[config.mk]
export PLATFORM = sky130hd
export DESIGN_NAME = demod_ctrl
export DESIGN_NICKNAME = d
export VERILOG_FILES = /design/src/rtl/demod_pkg.sv /design/src/rtl/mod_counter.sv /design/src/rtl/demod_ctrl.sv
export SDC_FILE = /design/constraint.sdc
export NUM_CORES = 1
export LEC_CHECK = 0
export ABC_AREA = 1
export CAP_MARGIN = 0
export CORE_MARGIN = 2
export CORE_UTILIZATION = 45
export CTS_CLUSTER_SIZE = 25
export DETAILED_ROUTE_END_ITERATION = 8
export GPL_TIMING_DRIVEN = 0
export SLEW_MARGIN = 10
export SYNTH_ARGS = -nofsm -noshare
export SYNTH_HDL_FRONTEND = slang
export SYNTH_SLANG_ARGS = --single-unit
[constraint.sdc]
create_clock -name clk -period 3.75 [get_ports clk]
set_input_delay 0.9375 -clock clk [delete_from_list [all_inputs] [get_ports clk]]
set_output_delay 0.9375 -clock clk [all_outputs]
set_load 0.03 [all_outputs]
[src/rtl/demod_pkg.sv]
// demod_pkg: shared state type, default sequencing constants and counter width helper for demod_ctrl
package demod_pkg;

    typedef enum logic [1:0] {IDLE, FILL, RUN, FLUSH} ctrl_state_t;

    localparam int BYTES_PER_SAMPLE = 4;
    localparam int DECIM            = 128;
    localparam int PIPE_LAT         = 7;
    localparam int FRAME_SAMPLES    = 4096;
    localparam int DATA_W           = 16;

    function automatic int cnt_w(input int m);
        return m > 1 ? $clog2(m) : 1;
    endfunction

endpackage

[src/rtl/mod_counter.sv]
// mod_counter: modulo-MOD counter; clr restarts from zero and still honours en in the same cycle
module mod_counter
    import demod_pkg::*;
#(
    parameter int MOD = 2,
    localparam int W = cnt_w(MOD)
) (
    input  logic         clk,
    input  logic         rst,
    input  logic         clr,
    input  logic         en,
    output logic [W-1:0] count,
    output logic         wrap
);

    logic [W-1:0] base;

    assign base = clr ? '0 : count;
    assign wrap = en && base == W'(MOD - 1);

    always_ff @(posedge clk or posedge rst)
        if (rst)
            count <= '0;
        else
            count <= wrap ? '0 : base + W'(en);

endmodule

[src/rtl/demod_ctrl.sv]
// demod_ctrl: FM demodulator sequencer; DEMOD_CTRL_STATS_EN adds frame_cnt_o/ovr_cnt_o counters
module demod_ctrl #(
    parameter int BYTES_PER_SAMPLE = demod_pkg::BYTES_PER_SAMPLE,
    parameter int DECIM            = demod_pkg::DECIM,
    parameter int PIPE_LAT         = demod_pkg::PIPE_LAT,
    parameter int FRAME_SAMPLES    = demod_pkg::FRAME_SAMPLES
) (
    input  logic        clk,
    input  logic        rst,
    input  logic        start_i,
    input  logic        byte_valid_i,
    output logic        sample_en_o,
    output logic        flush_o,
    output logic        dec_load_o,
    output logic        out_valid_o,
    input  logic        out_ready_i,
    output logic        busy_o,
    output logic        overrun_o
`ifdef DEMOD_CTRL_STATS_EN
    ,
    output logic [15:0] frame_cnt_o,
    output logic [15:0] ovr_cnt_o
`endif
);

    import demod_pkg::*;

    localparam int BW = cnt_w(BYTES_PER_SAMPLE);
    localparam int PW = cnt_w(PIPE_LAT);
    localparam int FW = cnt_w(FRAME_SAMPLES);
    localparam int DW = cnt_w(DECIM);

    ctrl_state_t state, state_d;
    logic [BW-1:0] byte_cnt;
    logic [PW-1:0] pc_cnt;
    logic [FW-1:0] fr_cnt;
    logic [DW-1:0] dec_cnt;
    logic byte_acc, byte_wrap, pc_clr, pc_en, pc_wrap, fr_en, fr_wrap, dec_en, dec_wrap;
    logic sample_en_d, dec_load_d, ovr_evt, unused;

    assign byte_acc = byte_valid_i && (start_i || state == FILL || state == RUN);
    assign fr_en    = sample_en_o && !start_i && (state == FILL || state == RUN);
    assign dec_en   = sample_en_o && !start_i && (state == RUN || state == FLUSH);
    // fill/flush share one counter; frame end restarts it so FLUSH always drains PIPE_LAT strobes
    assign pc_clr   = start_i || fr_wrap;
    assign pc_en    = sample_en_o && !pc_clr && (state == FILL || state == FLUSH);

    assign state_d = start_i ? FILL :
                     fr_wrap ? FLUSH :
                     pc_wrap ? (state == FILL ? RUN : IDLE) : state;

    assign sample_en_d = byte_wrap || state_d == FLUSH;
    // load is registered, so look one strobe ahead of the decimation counter
    assign dec_load_d  = sample_en_d && (state_d == RUN || state_d == FLUSH) &&
                         dec_cnt == (dec_en ? DW'(DECIM - 2) : DW'(DECIM - 1));
    assign ovr_evt     = dec_load_o && out_valid_o && !out_ready_i;
    assign unused      = ^{byte_cnt, pc_cnt, fr_cnt, dec_wrap};

    mod_counter #(.MOD(BYTES_PER_SAMPLE)) u_byte (
        .clk(clk), .rst(rst), .clr(start_i), .en(byte_acc), .count(byte_cnt), .wrap(byte_wrap)
    );

    mod_counter #(.MOD(PIPE_LAT)) u_pipe (
        .clk(clk), .rst(rst), .clr(pc_clr), .en(pc_en), .count(pc_cnt), .wrap(pc_wrap)
    );

    mod_counter #(.MOD(FRAME_SAMPLES)) u_frame (
        .clk(clk), .rst(rst), .clr(start_i), .en(fr_en), .count(fr_cnt), .wrap(fr_wrap)
    );

    mod_counter #(.MOD(DECIM)) u_dec (
        .clk(clk), .rst(rst), .clr(start_i), .en(dec_en), .count(dec_cnt), .wrap(dec_wrap)
    );

    always_ff @(posedge clk or posedge rst)
        if (rst) begin
            state       <= IDLE;
            sample_en_o <= 1'b0;
            flush_o     <= 1'b0;
            dec_load_o  <= 1'b0;
            out_valid_o <= 1'b0;
            busy_o      <= 1'b0;
            overrun_o   <= 1'b0;
        end else begin
            state       <= state_d;
            sample_en_o <= sample_en_d;
            flush_o     <= state_d == FLUSH;
            dec_load_o  <= dec_load_d;
            busy_o      <= state_d != IDLE;
            out_valid_o <= !start_i && (dec_load_o || (out_valid_o && !out_ready_i));
            overrun_o   <= !start_i && (overrun_o || ovr_evt);
        end

`ifdef DEMOD_CTRL_STATS_EN
    always_ff @(posedge clk or posedge rst)
        if (rst) begin
            frame_cnt_o <= '0;
            ovr_cnt_o   <= '0;
        end else begin
            if (state == FLUSH && state_d == IDLE && frame_cnt_o != 16'hFFFF)
                frame_cnt_o <= frame_cnt_o + 16'd1;
            if (ovr_evt && !start_i && ovr_cnt_o != 16'hFFFF)
                ovr_cnt_o <= ovr_cnt_o + 16'd1;
        end
`endif

endmodule

==> key figures <==
Synth
  • Count of yosys warnings during synthesis: 0
  • Main synth FF type: dfrtp_1
  • Sequential share of the synthesized area: 42.7%
  • Count of cell types in the netlist: 37
  • Asr flop ratio synth: between 90% and 100%
  • Synth Instances: 230
  • Synthesized area per cell: about 8.2 µm²
  • EDFF count, synth: 0
  • Mapped Nets: 245
  • Mapped Area: around 1900 µm²
  • Synth Register Bits: 32

Critical path
  • Reg2reg start: state[0]$_DFF_PP0_
  • Critical path type: primary input to register
  • Worst R2R Setup Slack: 1260 ps
  • WP data arrival: 2710 ps
  • Worst Reg-to-Reg Cells: 13
  • Crit Reg-Reg Endpoint: u_frame.count[10]$_DFF_PP0_
  • Crit Path Max Fanout: 10
  • Crit. End Element: register
  • Startpoint type of the worst setup path: primary input
  • Worst EP required: 3950 ps

Route
  • Routed length per instance: approximately 13 µm
  • DR vias: 1498
  • Iteration count of the initial detailed-routing pass: 4
  • Routed Antenna Nets: 0
  • Via-per-instance ratio: 5.04
  • Final wirelength: 3830 µm
  • DRC: 0
  • Detailed Route Iter0 Violations: between 150 and 200

Global routing
  • Pin count of the biggest net entering global routing: 33
  • Vias in the first global route: around 1500
  • Grt total ovfl: 0
  • Initial antenna violation count: 0
  • Global-route wire length before repair: 6780 µm
  • Total Routing Usage GR: 20.0%

Timing
  • Skew final: 3.42 ps
  • RSZ-0062 raised after global routing: false
  • Achievable Freq: 399 MHz
  • Tmin final: around 2500 ps
  • Tcrit/Tclk final: between 60% and 70%
  • Setup TNS Final: 0 ps
  • Fin. Hold Viols: 0
  • Slew @ Worst Pin: 668 ps
  • Slew Viols, Final: 0
  • Max-slew headroom: 55.4%
  • Number of setup violations in the final report: 0

Job
  • Max Cap Violations: 0

Worst hold path
  • Hold_sp: overrun_o$_DFF_PP0_
  • Hold Crit Class: register to register
  • Hold depth: 2
  • Hold EP: overrun_o$_DFF_PP0_

Layout
  • Final instance area: 2120 µm²
  • Final core utilization: 53.0%
  • Ant. Diodes: 0
  • Synthesis-to-layout area growth: 12.9%
  • Share of cells above drive strength 1: 12.1%
  • Nets: about 260

Die
  • Io pins: 11
  • Die area: about 4700 µm²
  • Row cnt: 23
  • Die Y: 68.6 µm
  • DIE WIDTH: between 60 and 70 µm
  • Starting Density: 46.9%
  • Area of the core: 4000 µm²

Placement
  • Gpl congestion: between 0.8 and 0.9
  • HPWL Detailed: 2740 µm
  • # port buffers: 9
  • Post-DP Area: approximately 2000 µm²

Clock network
  • CTS tree: built
  • H-tree depth: 2
  • Sink Count: 32
  • Clock-pin slew on the worst setup and hold paths: 60 ps
  • Post-CTS Hold Buffers: 0
  • Post-CTS sizing: 0
  • Skew-Pair Late Insertion Delay: 280 ps
  • Post-CTS repair timing setup buffer count: 0
  • Clock buffer depth: 2
  • Root Buffer: clkbuf_8
  • CTS Buf Count: 5

Power
  • Peak VDD IR: 0.000232 V
  • Total power per unit cell area: 312 nW/µm²
  • Leakage: 0.00100 µW

Status
  • Outcome: finished, final reports clean
cells in the final DEF (no fill, tap or decap), types with 4 or more instances in the layout:
master,instances
a21oi_1,8
clkbuf_8,6
clkdlybuf4s50_1,9
dfrtp_1,32
ha_1,10
inv_1,44
nand2_1,32
nand3_1,15
nand4_1,5
nor2_1,35
nor2_2,4
nor3_1,4
o21ai_0,5
Yosys cell counts (2+ instances only):
cell type,n,area (µm²)
inv_1,45,169
nor2_1,35,131
dfrtp_1,32,801
nand2_1,32,120
nand3_1,15,75.1
ha_1,10,125
a21oi_1,8,40.0
nand4_1,5,31.3
o21ai_0,5,25.0
nor2_2,4,25.0
nor3_1,4,20.0
a22oi_1,2,15.0
buf_2,2,10.0
inv_2,2,7.51
nand2_2,2,12.5
nand3_2,2,20.0
nand3_4,2,35.0
nor2_4,2,22.5
nor3b_1,2,15.0
xor2_1,2,17.5
area by class of cell:
type                    count  area [µm²]
well taps                  50        62.6
fillers                   374        1880
clock buffers               8        90.1
plain buffers               4        36.3
flip-flops and latches     32         801
inverters                  48         185
repair buffers              9        90.1
multi-input cells         146         855
per-layer routing:
metal  track usage, %  part of all wire [%]  vias up
li1                 -                     -      760
met1             26.3                    48      696
met2             31.3                    46       32
met3             5.84                   4.0       10
met4             7.25                   1.9        0
met5                0                     0        -
critical path, stage by stage:
cell	delay, ps
buf_6	130
clkinv_4	80
nand3_1	170
inv_1	110
ha_1	170
ha_1	180
nand3_1	110
nor2_2	140
nand4_1	170
nor2_1	220
nand4_1	120
a21oi_1	170
state kept, by name (all words and copies together) (netlist names):
register       count
busy_o             1
u_dec.count        7
out_valid_o        1
flush_o            1
sample_en_o        1
dec_load_o         1
u_byte.count       2
u_frame.count     12
overrun_o          1
u_pipe.count       3
state              2
worst max-delay path by stage:
stage / endpoint / cells after the start / from
final: u_frame.count[10]$_DFF_PP0_ / 12 / start_i
after global routing: u_frame.count[10]$_DFF_PP0_ / 13 / state[0]$_DFF_PP0_
after CTS: u_frame.count[10]$_DFF_PP0_ / 12 / start_i
after detailed placement: u_frame.count[10]$_DFF_PP0_ / 12 / start_i
after global placement: u_frame.count[10]$_DFF_PP0_ / 12 / start_i
after floorplan: u_frame.count[8]$_DFF_PP0_ / 13 / start_i
cells by family after synthesis:
kind of cell               synth area share [%]
AOI/OAI and AO/OA                          7.67
xor gates and xnor gates                   1.40
adders and majority gates                  6.67
buffers and inverters                      11.8
DFF                                        42.7
and+or+nand+nor                            29.8
through the flow:
step / std cells / hold slack (ps) / power [µW] / setup WS, ps
after floorplan: 230 / 541 / 383 / 1290
after global placement: 289 / 489 / 395 / 981
after detailed placement: 289 / 497 / 395 / 986
after CTS: 297 / 506 / 674 / 1260
after global routing: 297 / 553 / 697 / 1030
final: 297 / 510 / 661 / 1240
power by group:
part	total (µW)	internal, µW	switching [µW]
clock network	274	150	124
registers	351	350	1.34
logic	36.7	11.7	25.0
total	661	511	150
Note: power is estimated with default switching activity, not from simulation.
